### config.mk
export PLATFORM = sky130hd
export DESIGN_NAME = reset_sequencer
export DESIGN_NICKNAME = d
export VERILOG_FILES = /design/src/rtl/reset_sequencer_pkg.sv /design/src/rtl/reset_seq_regs.sv /design/src/rtl/reset_sequencer.sv
export SDC_FILE = /design/constraint.sdc
export NUM_CORES = 1
export LEC_CHECK = 0
export ABC_AREA = 1
export CAP_MARGIN = 5
export CELL_PAD_IN_SITES_DETAIL_PLACEMENT = 1
export CELL_PAD_IN_SITES_GLOBAL_PLACEMENT = 1
export CORE_MARGIN = 2
export CORE_UTILIZATION = 31
export CTS_BUF_LIST = sky130_fd_sc_hd__clkbuf_4 sky130_fd_sc_hd__clkbuf_8 sky130_fd_sc_hd__clkbuf_16
export CTS_CLUSTER_DIAMETER = 200
export DETAILED_ROUTE_END_ITERATION = 16
export PLACE_DENSITY_LB_ADDON = 0.05
export SYNTH_ARGS = -nofsm -noshare
export SYNTH_HDL_FRONTEND = slang
export SYNTH_HIERARCHICAL = 1
export SYNTH_SLANG_ARGS = --single-unit
### constraint.sdc
create_clock -name clk -period 1.24 [get_ports clk]
set_input_delay 0.248 -clock clk [delete_from_list [all_inputs] [get_ports clk]]
set_output_delay 0.248 -clock clk [all_outputs]
set_load 0.02 [all_outputs]
### src/rtl/reset_sequencer_pkg.sv
// Shared encodings for the reset sequencer: FSM states, slave addresses, cause bits.
// Pure declarations; no logic.
// No flow control; constants only.
package reset_sequencer_pkg;

    typedef enum logic [1:0] {
        HOLD = 2'd0,
        SYS  = 2'd1,
        RUN  = 2'd2
    } state_t;

    localparam logic ADDR_STATUS  = 1'b0;
    localparam logic ADDR_CONTROL = 1'b1;

    localparam int CAUSE_POR = 0;
    localparam int CAUSE_WDT = 1;
    localparam int CAUSE_SW  = 2;

endpackage

### src/rtl/reset_seq_regs.sv
// Slave decode, sticky reset-cause and watchdog-reset counter, registered read mux.
// Read data lags the address by one clock; writes take effect on the next edge.
// No backpressure: every access completes in one cycle, in every sequencer state.
module reset_seq_regs
    import reset_sequencer_pkg::*;
#(
    parameter int CNT_W = 8
) (
    input  logic        clk,
    input  logic        reset_n,
    input  logic        address,
    input  logic        chipselect,
    input  logic        write_n,
    input  logic [15:0] writedata,
    input  logic        wdt_trig,
    input  logic        sys_reset_n,
    input  logic        periph_reset_n,
    output logic        sw_req,
    output logic [15:0] readdata
);

    localparam logic [CNT_W-1:0] CNT_SAT = '1;

    logic             wr_en;
    logic             wr_status;
    logic [2:0]       cause;
    logic [2:0]       cause_set;
    logic [2:0]       cause_clr;
    logic [CNT_W-1:0] wdt_cnt;
    logic [15:0]      rd_mux;
    logic             unused_wdata;

    assign wr_en        = chipselect & ~write_n;
    assign wr_status    = wr_en & (address == ADDR_STATUS);
    assign sw_req       = wr_en & (address == ADDR_CONTROL) & writedata[0];
    assign unused_wdata = ^writedata[14:3];

    always_comb begin
        cause_set            = 3'b000;
        cause_set[CAUSE_WDT] = wdt_trig;
        cause_set[CAUSE_SW]  = sw_req;
        cause_clr            = wr_status ? writedata[2:0] : 3'b000;
        rd_mux               = (address == ADDR_CONTROL)
                             ? {14'b0, periph_reset_n, sys_reset_n}
                             : {8'(wdt_cnt), 5'b0, cause};
    end

    // Set beats W1C on cause; a watchdog trigger also beats the counter clear.
    always_ff @(posedge clk or negedge reset_n) begin
        if (!reset_n) begin
            cause    <= 3'b001;
            wdt_cnt  <= '0;
            readdata <= '0;
        end else begin
            cause    <= (cause & ~cause_clr) | cause_set;
            readdata <= rd_mux;
            if (wdt_trig) begin
                if (wdt_cnt != CNT_SAT)
                    wdt_cnt <= wdt_cnt + CNT_W'(1);
            end else if (wr_status && writedata[15]) begin
                wdt_cnt <= '0;
            end
        end
    end

endmodule

### src/rtl/reset_sequencer.sv
// Merges POR, watchdog and software resets into a stretched, staged reset pair.
// Outputs drop one edge after a trigger; sys after HOLD_CYCLES, periph PERIPH_DELAY later.
// No backpressure: any trigger, in any state, restarts the hold window.
module reset_sequencer
    import reset_sequencer_pkg::*;
#(
    parameter int HOLD_CYCLES  = 16,
    parameter int PERIPH_DELAY = 8,
    parameter int CNT_W        = 8
) (
    input  logic        clk,
    input  logic        reset_n,
    input  logic        wdt_resetrequest,
    input  logic        address,
    input  logic        chipselect,
    input  logic        write_n,
    input  logic [15:0] writedata,
    output logic [15:0] readdata,
    output logic        sys_reset_n,
    output logic        periph_reset_n
);

    localparam int CNT_MAX = (HOLD_CYCLES > PERIPH_DELAY) ? HOLD_CYCLES : PERIPH_DELAY;
    localparam int CW      = (CNT_MAX > 1) ? $clog2(CNT_MAX) : 1;

    state_t        state;
    state_t        state_nxt;
    logic [CW-1:0] cnt;
    logic [CW-1:0] cnt_nxt;
    logic          wdt_req_d;
    logic          wdt_trig;
    logic          sw_req;
    logic          trigger;

    assign wdt_trig = wdt_resetrequest & ~wdt_req_d;
    assign trigger  = wdt_trig | sw_req;

    always_comb begin
        state_nxt = state;
        cnt_nxt   = cnt;
        if (trigger) begin
            state_nxt = HOLD;
            cnt_nxt   = '0;
        end else begin
            case (state)
                HOLD: begin
                    if (cnt == CW'(HOLD_CYCLES - 1)) begin
                        state_nxt = SYS;
                        cnt_nxt   = '0;
                    end else begin
                        cnt_nxt = cnt + CW'(1);
                    end
                end
                SYS: begin
                    if (cnt == CW'(PERIPH_DELAY - 1)) begin
                        state_nxt = RUN;
                        cnt_nxt   = '0;
                    end else begin
                        cnt_nxt = cnt + CW'(1);
                    end
                end
                RUN:     cnt_nxt = '0;
                default: begin
                    state_nxt = HOLD;
                    cnt_nxt   = '0;
                end
            endcase
        end
    end

    // Outputs are registered from the next-state decode so they are glitch-free.
    always_ff @(posedge clk or negedge reset_n) begin
        if (!reset_n) begin
            state          <= HOLD;
            cnt            <= '0;
            wdt_req_d      <= 1'b0;
            sys_reset_n    <= 1'b0;
            periph_reset_n <= 1'b0;
        end else begin
            state          <= state_nxt;
            cnt            <= cnt_nxt;
            wdt_req_d      <= wdt_resetrequest;
            sys_reset_n    <= (state_nxt != HOLD);
            periph_reset_n <= (state_nxt == RUN);
        end
    end

    reset_seq_regs #(
        .CNT_W (CNT_W)
    ) u_regs (
        .clk            (clk),
        .reset_n        (reset_n),
        .address        (address),
        .chipselect     (chipselect),
        .write_n        (write_n),
        .writedata      (writedata),
        .wdt_trig       (wdt_trig),
        .sys_reset_n    (sys_reset_n),
        .periph_reset_n (periph_reset_n),
        .sw_req         (sw_req),
        .readdata       (readdata)
    );

endmodule
==> results.sh, run 1 <==
export IMPL_skew_ps=5.50
export IMPL_grt_util_all_layers=0.152
export IMPL_antenna_left=0
export IMPL_finalHoldViolCount=0
export IMPL_postSynthAreaPerCell_um2=8.67
export IMPL_root_buffer="clkbuf_8"
export IMPL_place_gp_congestion=0.794
export IMPL_core_mm2=0.00432
export IMPL_grt_pass1_vias=1357
export IMPL_synthTopCellsByCount="32 x nand2_1, 30 x dfrtp_1, 26 x nor2_1"
export IMPL_fin_tns_setup_ps=-460
export IMPL_fin_crit_sh=1.09
export IMPL_register_area_um2=777
export IMPL_synth_cell_types=24
export IMPL_ctsHtreeMaxLevel=2
export IMPL_hpwlAfterDp_um=2580
export IMPL_synth_flop_cell="dfrtp_1"
export IMPL_synth_top_area_share=0.544
export IMPL_die_w_um=70.7
export IMPL_drive_gt1_frac=0.284
export IMPL_rr_endpoint="u_regs/wdt_cnt[6]$_DFFE_PN0P_"
export IMPL_max_freq_ghz=0.739
export IMPL_synth_area_leaders="dfrtp_1 54%, nand2_1 8.7%, nor2_1 7.1%, inv_1 5.7%, nand3_1 3.6%"
export IMPL_hold_buffers=0
export IMPL_crit_type="register to register"
export IMPL_antenna_found_initial=0
export IMPL_rsz0062_at_grt="yes"
export IMPL_endpoint="u_regs/wdt_cnt[6]$_DFFE_PN0P_"
export IMPL_finalSetupViolations=7
export IMPL_multi_input_area_um2=549
export IMPL_start_kind="register"
export IMPL_reg2reg_depth=8
export IMPL_num_vias=1192
export IMPL_diodes=0
export IMPL_cp_data_required_time_ps=1400
export IMPL_clk_pin_slew_ps=70
export IMPL_min_period_ps=1350
export IMPL_synth_edff_count=0
export IMPL_grt_max_degree=19
export IMPL_initialDrtViolationCount=19
export IMPL_synth_most_common_cell="nand2_1"
export IMPL_first_pass_iters=4
export IMPL_avgViaCountPerCell=4.53
export IMPL_grt_overflow=0
export IMPL_drv_cap=0
export IMPL_clk_latency_ps=280
export IMPL_drv_slew=0
export IMPL_holdWs_ps=319
export IMPL_placementRows=24
export IMPL_postSynthCellCount=159
export IMPL_max_vdd_ir_drop_uv=512
export IMPL_pre_cts_ws_ps=-379
export IMPL_start_util=0.319
export IMPL_area_delta_synth_final_pct=42.8
export IMPL_failed_checks="setup timing"
export IMPL_hold_class="input port to asynchronous set/reset pin"
export IMPL_setup_ws_ps=-114
export IMPL_layout_nets=234
export IMPL_ios=40
export IMPL_status="complete, but fails checks"
export IMPL_leakagePower_nw=1.01
export IMPL_p_per_area_mw_per_mm2=1430
export IMPL_cts_buffers=5
export IMPL_post_drt_wl_per_cell_um=12.7
export IMPL_r2r_slack_ps=-110
export IMPL_end_kind="register"
export IMPL_die_area_mm2=0.00500
export IMPL_cts_tree="yes"
export IMPL_mappedNetlistArea_mm2=0.00138
export IMPL_crit_fanout=2
export IMPL_finalPower_mw=2.82
export IMPL_ys_ff_latch=31
export IMPL_synth_async_reset_ratio=1.00
export IMPL_yosysWarnings=6
export IMPL_drc=0
export IMPL_r2r_start="u_regs/wdt_cnt[0]$_DFFE_PN0P_"
export IMPL_ys_seq_area_frac=0.564
export IMPL_cts_sinks=31
export IMPL_port_buffers=22
export IMPL_clockBufferDepth=2
export IMPL_fillers=529
export IMPL_wirelength_um=3350
export IMPL_grt_pass1_wl_um=5910
export IMPL_post_route_util=0.455
export IMPL_dieHeight_um=70.7
export IMPL_startpoint="u_regs/wdt_cnt[0]$_DFFE_PN0P_"
export IMPL_critical_path_arrival_ps=1520
export IMPL_synth_area_leader_cell="dfrtp_1"
## cell type report
cell class | instances | share of cell area
sequential | 31 | 0.395
timing repair buffer | 47 | 0.199
inverter | 22 | 0.0419
tap | 52 | 0.0330
clock buffer | 8 | 0.0527
multi-input combinational | 103 | 0.279
## worst min path at each step
stage	cells past startpoint	end	start	slack, ps
4_1_cts	2	u_regs/cause[1]$_DFF_PN0_	reset_n	310
3_3_place_gp	2	u_regs/cause[0]$_DFF_PN1_	u_regs/cause[0]$_DFF_PN1_	440
2_1_floorplan	0	cnt[0]$_DFF_PN0_	reset_n	-50
3_5_place_dp	2	u_regs/cause[0]$_DFF_PN1_	u_regs/cause[0]$_DFF_PN1_	450
5_1_grt	2	u_regs/cause[1]$_DFF_PN0_	reset_n	330
6_report	2	u_regs/cause[1]$_DFF_PN0_	reset_n	320
## layout by cell type (no fill, tap or decap), drive strengths merged, types with 2 or more instances in the layout
cell	count
o21ai	12
conb	5
dfrtp	30
a21oi	5
clkbuf	10
xor2	2
inv	22
nor2	27
nand3	10
clkdlybuf4s50	8
buf	25
dlygate4sd2	10
ha	2
nand2	35
## layer usage
metal | share of wire | routed length, µm | vias to the layer above | track usage
met5 | 0 | 0 | - | 0
li1 | - | - | 584 | -
met2 | 0.51 | 1710 | 18 | 0.267
met1 | 0.43 | 1430 | 581 | 0.163
met3 | 0.038 | 128 | 9 | 0.0513
met4 | 0.023 | 77 | 0 | 0.0734
## sequential cells by signal, indices dropped and copies added (netlist names)
name and cells:
u_regs/readdata 11, u_regs/wdt_cnt 8, cnt 4, u_regs/cause 3, state 2, periph_reset_n 1
sys_reset_n 1, wdt_req_d 1
## power breakdown
group | total, mW | switching [mW] | internal [mW]
combinational | 0.668 | 0.378 | 0.290
sequential | 1.26 | 0.100 | 1.16
clock | 0.892 | 0.364 | 0.528
total | 2.82 | 0.842 | 1.98
## cells by family (layout without fill, tap and decap cells)
logic type | after synthesis | after routing | share of synthesized area
flip-flops | 31 | 31 | 0.564
AO/OA/AOI/OAI | 20 | 20 | 0.0871
adder cells (fa/ha/maj) | 2 | 2 | 0.0181
other | 1 | 5 | 0.00272
AND/OR/NAND/NOR | 74 | 74 | 0.221
buffers and inverters | 29 | 77 | 0.0953
XOR/XNOR | 2 | 2 | 0.0127
## stage by stage
step	area, µm²	instances
after floorplan	1400	163
after global placement	1800	251
after detailed placement	1800	251
after CTS	1920	260
after global routing	1970	263
final	1970	263
## critical path: stages (launching register included)
cell and delay [ps]:
dfrtp_1 360, ha_2 190, nand2_2 80, nor2_4 120, buf_4 120, buf_4 100
inv_1 50, o21ai_1 140, a21oi_2 70
## timing repair
| item | CTS | global route |
|---|---|---|
| gates cloned | 0 | 0 |
| buffers inserted | 1 | 3 |
| pin swaps | 4 | 4 |
| gates resized for setup | 24 | 18 |
| hold endpoints to repair | 0 | 0 |
| endpoints found under the setup margin | 28 | 20 |
(Power assumes the default switching activity.)
==> run 2: changes to the inputs <==
Settings changed: CORE_ASPECT_RATIO set to 0.5, CORE_MARGIN 2 to not set.
==> results.sh, run 2 (synthesis results as in run 1) <==
export IMPL_hpwlAfterDp_um=2250
export IMPL_clockBufferDepth=2
export IMPL_r2r_slack_ps=-90
export IMPL_root_buffer="clkbuf_8"
export IMPL_crit_fanout=2
export IMPL_mostFrequentLayoutCell="dfrtp_1"
export IMPL_clk_pin_slew_ps=60
export IMPL_ctsHtreeMaxLevel=2
export IMPL_start_kind="register"
export IMPL_ios=40
export IMPL_placed_area_mm2=0.00178
export IMPL_die_area_mm2=0.00473
export IMPL_final_cell_area_mm2=0.00194
export IMPL_grt_max_degree=32
export IMPL_avgViaCountPerCell=4.41
export IMPL_port_buffers=22
export IMPL_critical_path_arrival_ps=1490
export IMPL_leakagePower_nw=0.961
export IMPL_largest_reg_flops=11
export IMPL_dieHeight_um=49.2
export IMPL_end_kind="register"
export IMPL_p_clk_frac=0.294
export IMPL_hold_class="input port to asynchronous set/reset pin"
export IMPL_area_delta_synth_final_pct=40.9
export IMPL_crit_type="register to register"
export IMPL_drv_cap=0
export IMPL_grt_pass1_vias=1201
export IMPL_cp_data_required_time_ps=1400
export IMPL_drive_gt1_frac=0.244
export IMPL_max_vdd_ir_drop_uv=544
export IMPL_clk_latency_ps=270
export IMPL_p_int_mw=1.88
export IMPL_fin_crit_sh=1.08
export IMPL_top_regs="u_regs/readdata (11), u_regs/wdt_cnt (8), cnt (4)"
export IMPL_sw_frac_of_total=0.306
export IMPL_cts_buffers=5
export IMPL_drv_slew=0
export IMPL_layout_nets=229
export IMPL_failed_checks="setup timing"
export IMPL_rr_endpoint="u_regs/wdt_cnt[6]$_DFFE_PN0P_"
export IMPL_post_route_util=0.476
export IMPL_diodes=0
export IMPL_grt_overflow=0
export IMPL_antenna_found_initial=0
export IMPL_placementRows=16
export IMPL_p_switching_mw=0.827
export IMPL_max_freq_ghz=0.750
export IMPL_r2r_start="u_regs/wdt_cnt[0]$_DFFE_PN0P_"
export IMPL_wirelength_um=3110
export IMPL_setup_ws_ps=-93.8
export IMPL_drc=0
export IMPL_die_w_um=96.3
export IMPL_first_pass_iters=4
export IMPL_core_mm2=0.00408
export IMPL_pwr_share_comb=0.241
export IMPL_cts_sinks=31
export IMPL_grt_pass1_wl_um=5470
export IMPL_seqPwrFrac=0.465
export IMPL_post_drt_wl_per_cell_um=12.0
export IMPL_skew_ps=4.26
export IMPL_hold_buffers=0
export IMPL_p_per_area_mw_per_mm2=1390
export IMPL_rsz0062_at_grt="yes"
export IMPL_finalHoldViolCount=0
export IMPL_antenna_left=0
export IMPL_min_period_ps=1330
export IMPL_final_cell_mix="30 x dfrtp_1, 27 x nand2_1, 23 x nor2_1"
export IMPL_finalPower_mw=2.70
export IMPL_startpoint="u_regs/wdt_cnt[0]$_DFFE_PN0P_"
export IMPL_initialDrtViolationCount=27
export IMPL_place_gp_congestion=0.719
export IMPL_num_vias=1142
export IMPL_cts_tree="yes"
export IMPL_start_util=0.338
export IMPL_largest_register="u_regs/readdata"
export IMPL_reg2reg_depth=8
export IMPL_grt_util_all_layers=0.156
export IMPL_finalSetupViolations=8
export IMPL_status="complete, but fails checks"
[run 2: cell types whose count changed in the layout (fill, tap and decap cells not counted), sizes merged]
| cell | delta |
|---|---|
| clkinv | +1 |
| buf | -5 |
| clkdlybuf4s15 | +5 |
| clkbuf | -4 |
| dlymetal6s2s | -1 |
| dlygate4sd2 | -2 |
[run 2: stage by stage]
step	setup WS, ps	TNS (ps)	hold WS, ps	instances
finish	-93.8	-420	340	259
global route	-234	-1530	353	259
CTS	-53.4	-255	343	257
detailed placement	-386	-5560	458	249
global placement	-356	-5100	444	249
floorplan	-14.3	-28.7	-47.6	163
[run 2: power groups by stage]
stage | clock, mW | combinational [mW] | sequential [mW]
floorplan | 0 | 0.315 | 1.32
global placement | 0 | 0.618 | 1.27
detailed placement | 0 | 0.636 | 1.28
CTS | 0.844 | 0.629 | 1.26
global route | 0.877 | 0.750 | 1.29
finish | 0.795 | 0.652 | 1.26
[run 2: cell type report]
| cell class | count | area, µm² |
|---|---|---|
| repair buffers | 42 | 380 |
| fillers | 510 | 2140 |
| inverters | 22 | 82.6 |
| flip-flops and latches | 31 | 777 |
| multi-input cells | 103 | 548 |
| well taps | 54 | 67.6 |
| clock inverters | 1 | 5.00 |
| clock buffers | 6 | 82.6 |
[run 2: worst max-delay path, stage by stage, from the launching register on]
cell,delay [ps]
dfrtp_1,350
ha_2,190
nand2_2,80
nor2_4,130
buf_4,130
buf_6,80
inv_1,40
o21ai_1,140
a21oi_1,80
[run 2: what timing repair did]
action                                  CTS  global route
pin swaps                                 5             7
resized for setup                        21            23
setup buffers                             1             2
endpoints found under the setup margin   27            20
[run 2: worst max-delay path by stage]
stage	end	slack (ps)	depth (start not counted)
6_report	u_regs/wdt_cnt[6]$_DFFE_PN0P_	-90	8
4_1_cts	u_regs/wdt_cnt[0]$_DFFE_PN0P_	-50	7
3_5_place_dp	u_regs/wdt_cnt[7]$_DFFE_PN0P_	-390	8
5_1_grt	u_regs/wdt_cnt[0]$_DFFE_PN0P_	-230	7
3_3_place_gp	sys_reset_n$_DFF_PN0_	-360	7
2_1_floorplan	u_regs/wdt_cnt[5]$_DFFE_PN0P_	-10	6
[run 2: metal layers]
layer / up-vias / global-route usage / routed length, µm
met5: - / 0 / 0
met3: 2 / 0.0561 / 144
met2: 21 / 0.249 / 1430
met1: 548 / 0.204 / 1520
met4: 0 / 0.0368 / 11
li1: 571 / - / -
==> run 3: changes to the inputs <==
Settings changed: CORE_MARGIN set to 4, GPL_TIMING_DRIVEN set to 1, SKIP_CTS_REPAIR_TIMING set to 1.
==> results.sh, run 3 (synthesis results as in run 1) <==
export IMPL_status="complete, but fails checks"
export IMPL_failed_checks="setup timing"
export IMPL_initialDrtViolationCount=8
export IMPL_diodes=0
export IMPL_antenna_left=0
export IMPL_port_buffers=22
export IMPL_setup_ws_ps=-149
export IMPL_largest_register="u_regs/readdata"
export IMPL_max_vdd_ir_drop_uv=689
export IMPL_p_switching_mw=0.872
export IMPL_start_kind="register"
export IMPL_end_kind="register"
export IMPL_min_period_ps=1390
export IMPL_first_pass_iters=4
export IMPL_p_per_area_mw_per_mm2=1430
export IMPL_place_gp_congestion=0.726
export IMPL_finalHoldViolCount=0
export IMPL_cp_data_required_time_ps=1420
export IMPL_layout_nets=228
export IMPL_register_area_um2=777
export IMPL_ios=40
export IMPL_post_drt_wl_per_cell_um=13.6
export IMPL_root_buffer="clkbuf_8"
export IMPL_wirelength_um=3520
export IMPL_drive_gt1_frac=0.259
export IMPL_grt_util_all_layers=0.142
export IMPL_fin_crit_sh=1.12
export IMPL_max_freq_ghz=0.720
export IMPL_top_regs="u_regs/readdata (11), u_regs/wdt_cnt (8), cnt (4)"
export IMPL_antenna_found_initial=0
export IMPL_seqPwrFrac=0.440
export IMPL_crit_fanout=2
export IMPL_drc=0
export IMPL_clk_pin_slew_ps=70
export IMPL_num_vias=1160
export IMPL_die_w_um=102
export IMPL_finalSetupViolations=8
export IMPL_multi_input_area_um2=566
export IMPL_crit_type="register to register"
export IMPL_ctsHtreeMaxLevel=2
export IMPL_cts_tree="yes"
export IMPL_grt_pass1_wl_um=5840
export IMPL_clk_latency_ps=280
export IMPL_hpwlAfterDp_um=2510
export IMPL_cts_buffers=5
export IMPL_critical_path_arrival_ps=1560
export IMPL_core_mm2=0.00408
export IMPL_fillers=477
export IMPL_cts_sinks=31
export IMPL_largest_reg_flops=11
export IMPL_grt_max_degree=32
export IMPL_drv_slew=0
export IMPL_drv_cap=0
export IMPL_start_util=0.338
export IMPL_grt_pass1_vias=1224
export IMPL_area_delta_synth_final_pct=45.6
export IMPL_final_cell_mix="30 x dfrtp_1, 28 x nand2_1, 21 x inv_1, 21 x nor2_1, 18 x buf_4"
export IMPL_grt_overflow=0
export IMPL_avgViaCountPerCell=4.48
export IMPL_clockBufferDepth=2
export IMPL_sw_frac_of_total=0.304
export IMPL_p_int_mw=2.00
export IMPL_dieHeight_um=55.2
export IMPL_pwr_share_comb=0.241
export IMPL_hold_class="input port to asynchronous set/reset pin"
export IMPL_post_route_util=0.491
export IMPL_die_area_mm2=0.00564
export IMPL_skew_ps=1.51
export IMPL_rsz0062_at_grt="yes"
export IMPL_holdWs_ps=320
export IMPL_mostFrequentLayoutCell="dfrtp_1"
export IMPL_p_clk_frac=0.318
export IMPL_leakagePower_nw=1.16
export IMPL_placementRows=16
run 3: changes by cell type in the layout (fill, tap and decap cells not counted), sizes merged:
cell,before,now
buf,20,19
dlygate4sd2,8,0
clkbuf,6,8
clkinv,1,0
clkdlybuf4s15,6,0
dlymetal6s2s,0,14
run 3: path summary, 6_finish.rpt:
kind	from	endpoint	slack, ps	depth (start not counted)
max	u_regs/wdt_cnt[1]$_DFFE_PN0P_	u_regs/wdt_cnt[1]$_DFFE_PN0P_	-150	8
min	reset_n	u_regs/readdata[8]$_DFF_PN0_	320	2
max reg2reg	u_regs/wdt_cnt[1]$_DFFE_PN0P_	u_regs/wdt_cnt[1]$_DFFE_PN0P_	-150	8
min reg2reg	u_regs/cause[0]$_DFF_PN1_	u_regs/cause[0]$_DFF_PN1_	460	2
max in group asynchronous	reset_n	u_regs/cause[0]$_DFF_PN1_	670	2
min in group clk	address	u_regs/readdata[0]$_DFF_PN0_	390	3
run 3: metal layers:
metal / track usage / up-vias / part of all wire
li1: - / 568 / -
met3: 0.0451 / 7 / 0.051
met5: 0 / - / 0
met1: 0.168 / 563 / 0.44
met4: 0.0588 / 0 / 0.013
met2: 0.244 / 22 / 0.49
run 3: power by group through the flow:
| stage | logic [mW] | clock network (mW) | registers (mW) |
|---|---|---|---|
| finish | 0.693 | 0.914 | 1.26 |
| global route | 0.778 | 0.993 | 1.28 |
| CTS | 0.640 | 0.947 | 1.26 |
| detailed placement | 0.637 | 0 | 1.28 |
| global placement | 0.617 | 0 | 1.27 |
| floorplan | 0.315 | 0 | 1.32 |
run 3: layout make-up:
class / count / share of cell area
Sequential cell: 31 / 0.387
Multi-Input combinational cell: 103 / 0.282
Timing Repair Buffer: 41 / 0.204
Clock buffer: 8 / 0.0517
Inverter: 22 / 0.0411
Tap cell: 54 / 0.0337
run 3: worst max-delay path: stages, from the launching register on:
cell and delay, ps:
dfrtp_1 370, ha_2 200, nand2_2 80, nor2_4 140
nand2_4 70, buf_4 150, buf_4 130, nand3_1 80
o21ai_2 60
run 3: through the flow:
stage	cell area (µm²)	setup WS (ps)	instances	TNS (ps)	power, mW
5_1_grt	2010	-258	259	-1660	3.06
2_1_floorplan	1400	-14.3	163	-28.7	1.64
3_3_place_gp	1770	-355	248	-5110	1.89
6_report	2010	-149	259	-870	2.87
3_5_place_dp	1770	-389	248	-5660	1.92
4_1_cts	1880	-263	256	-4260	2.85
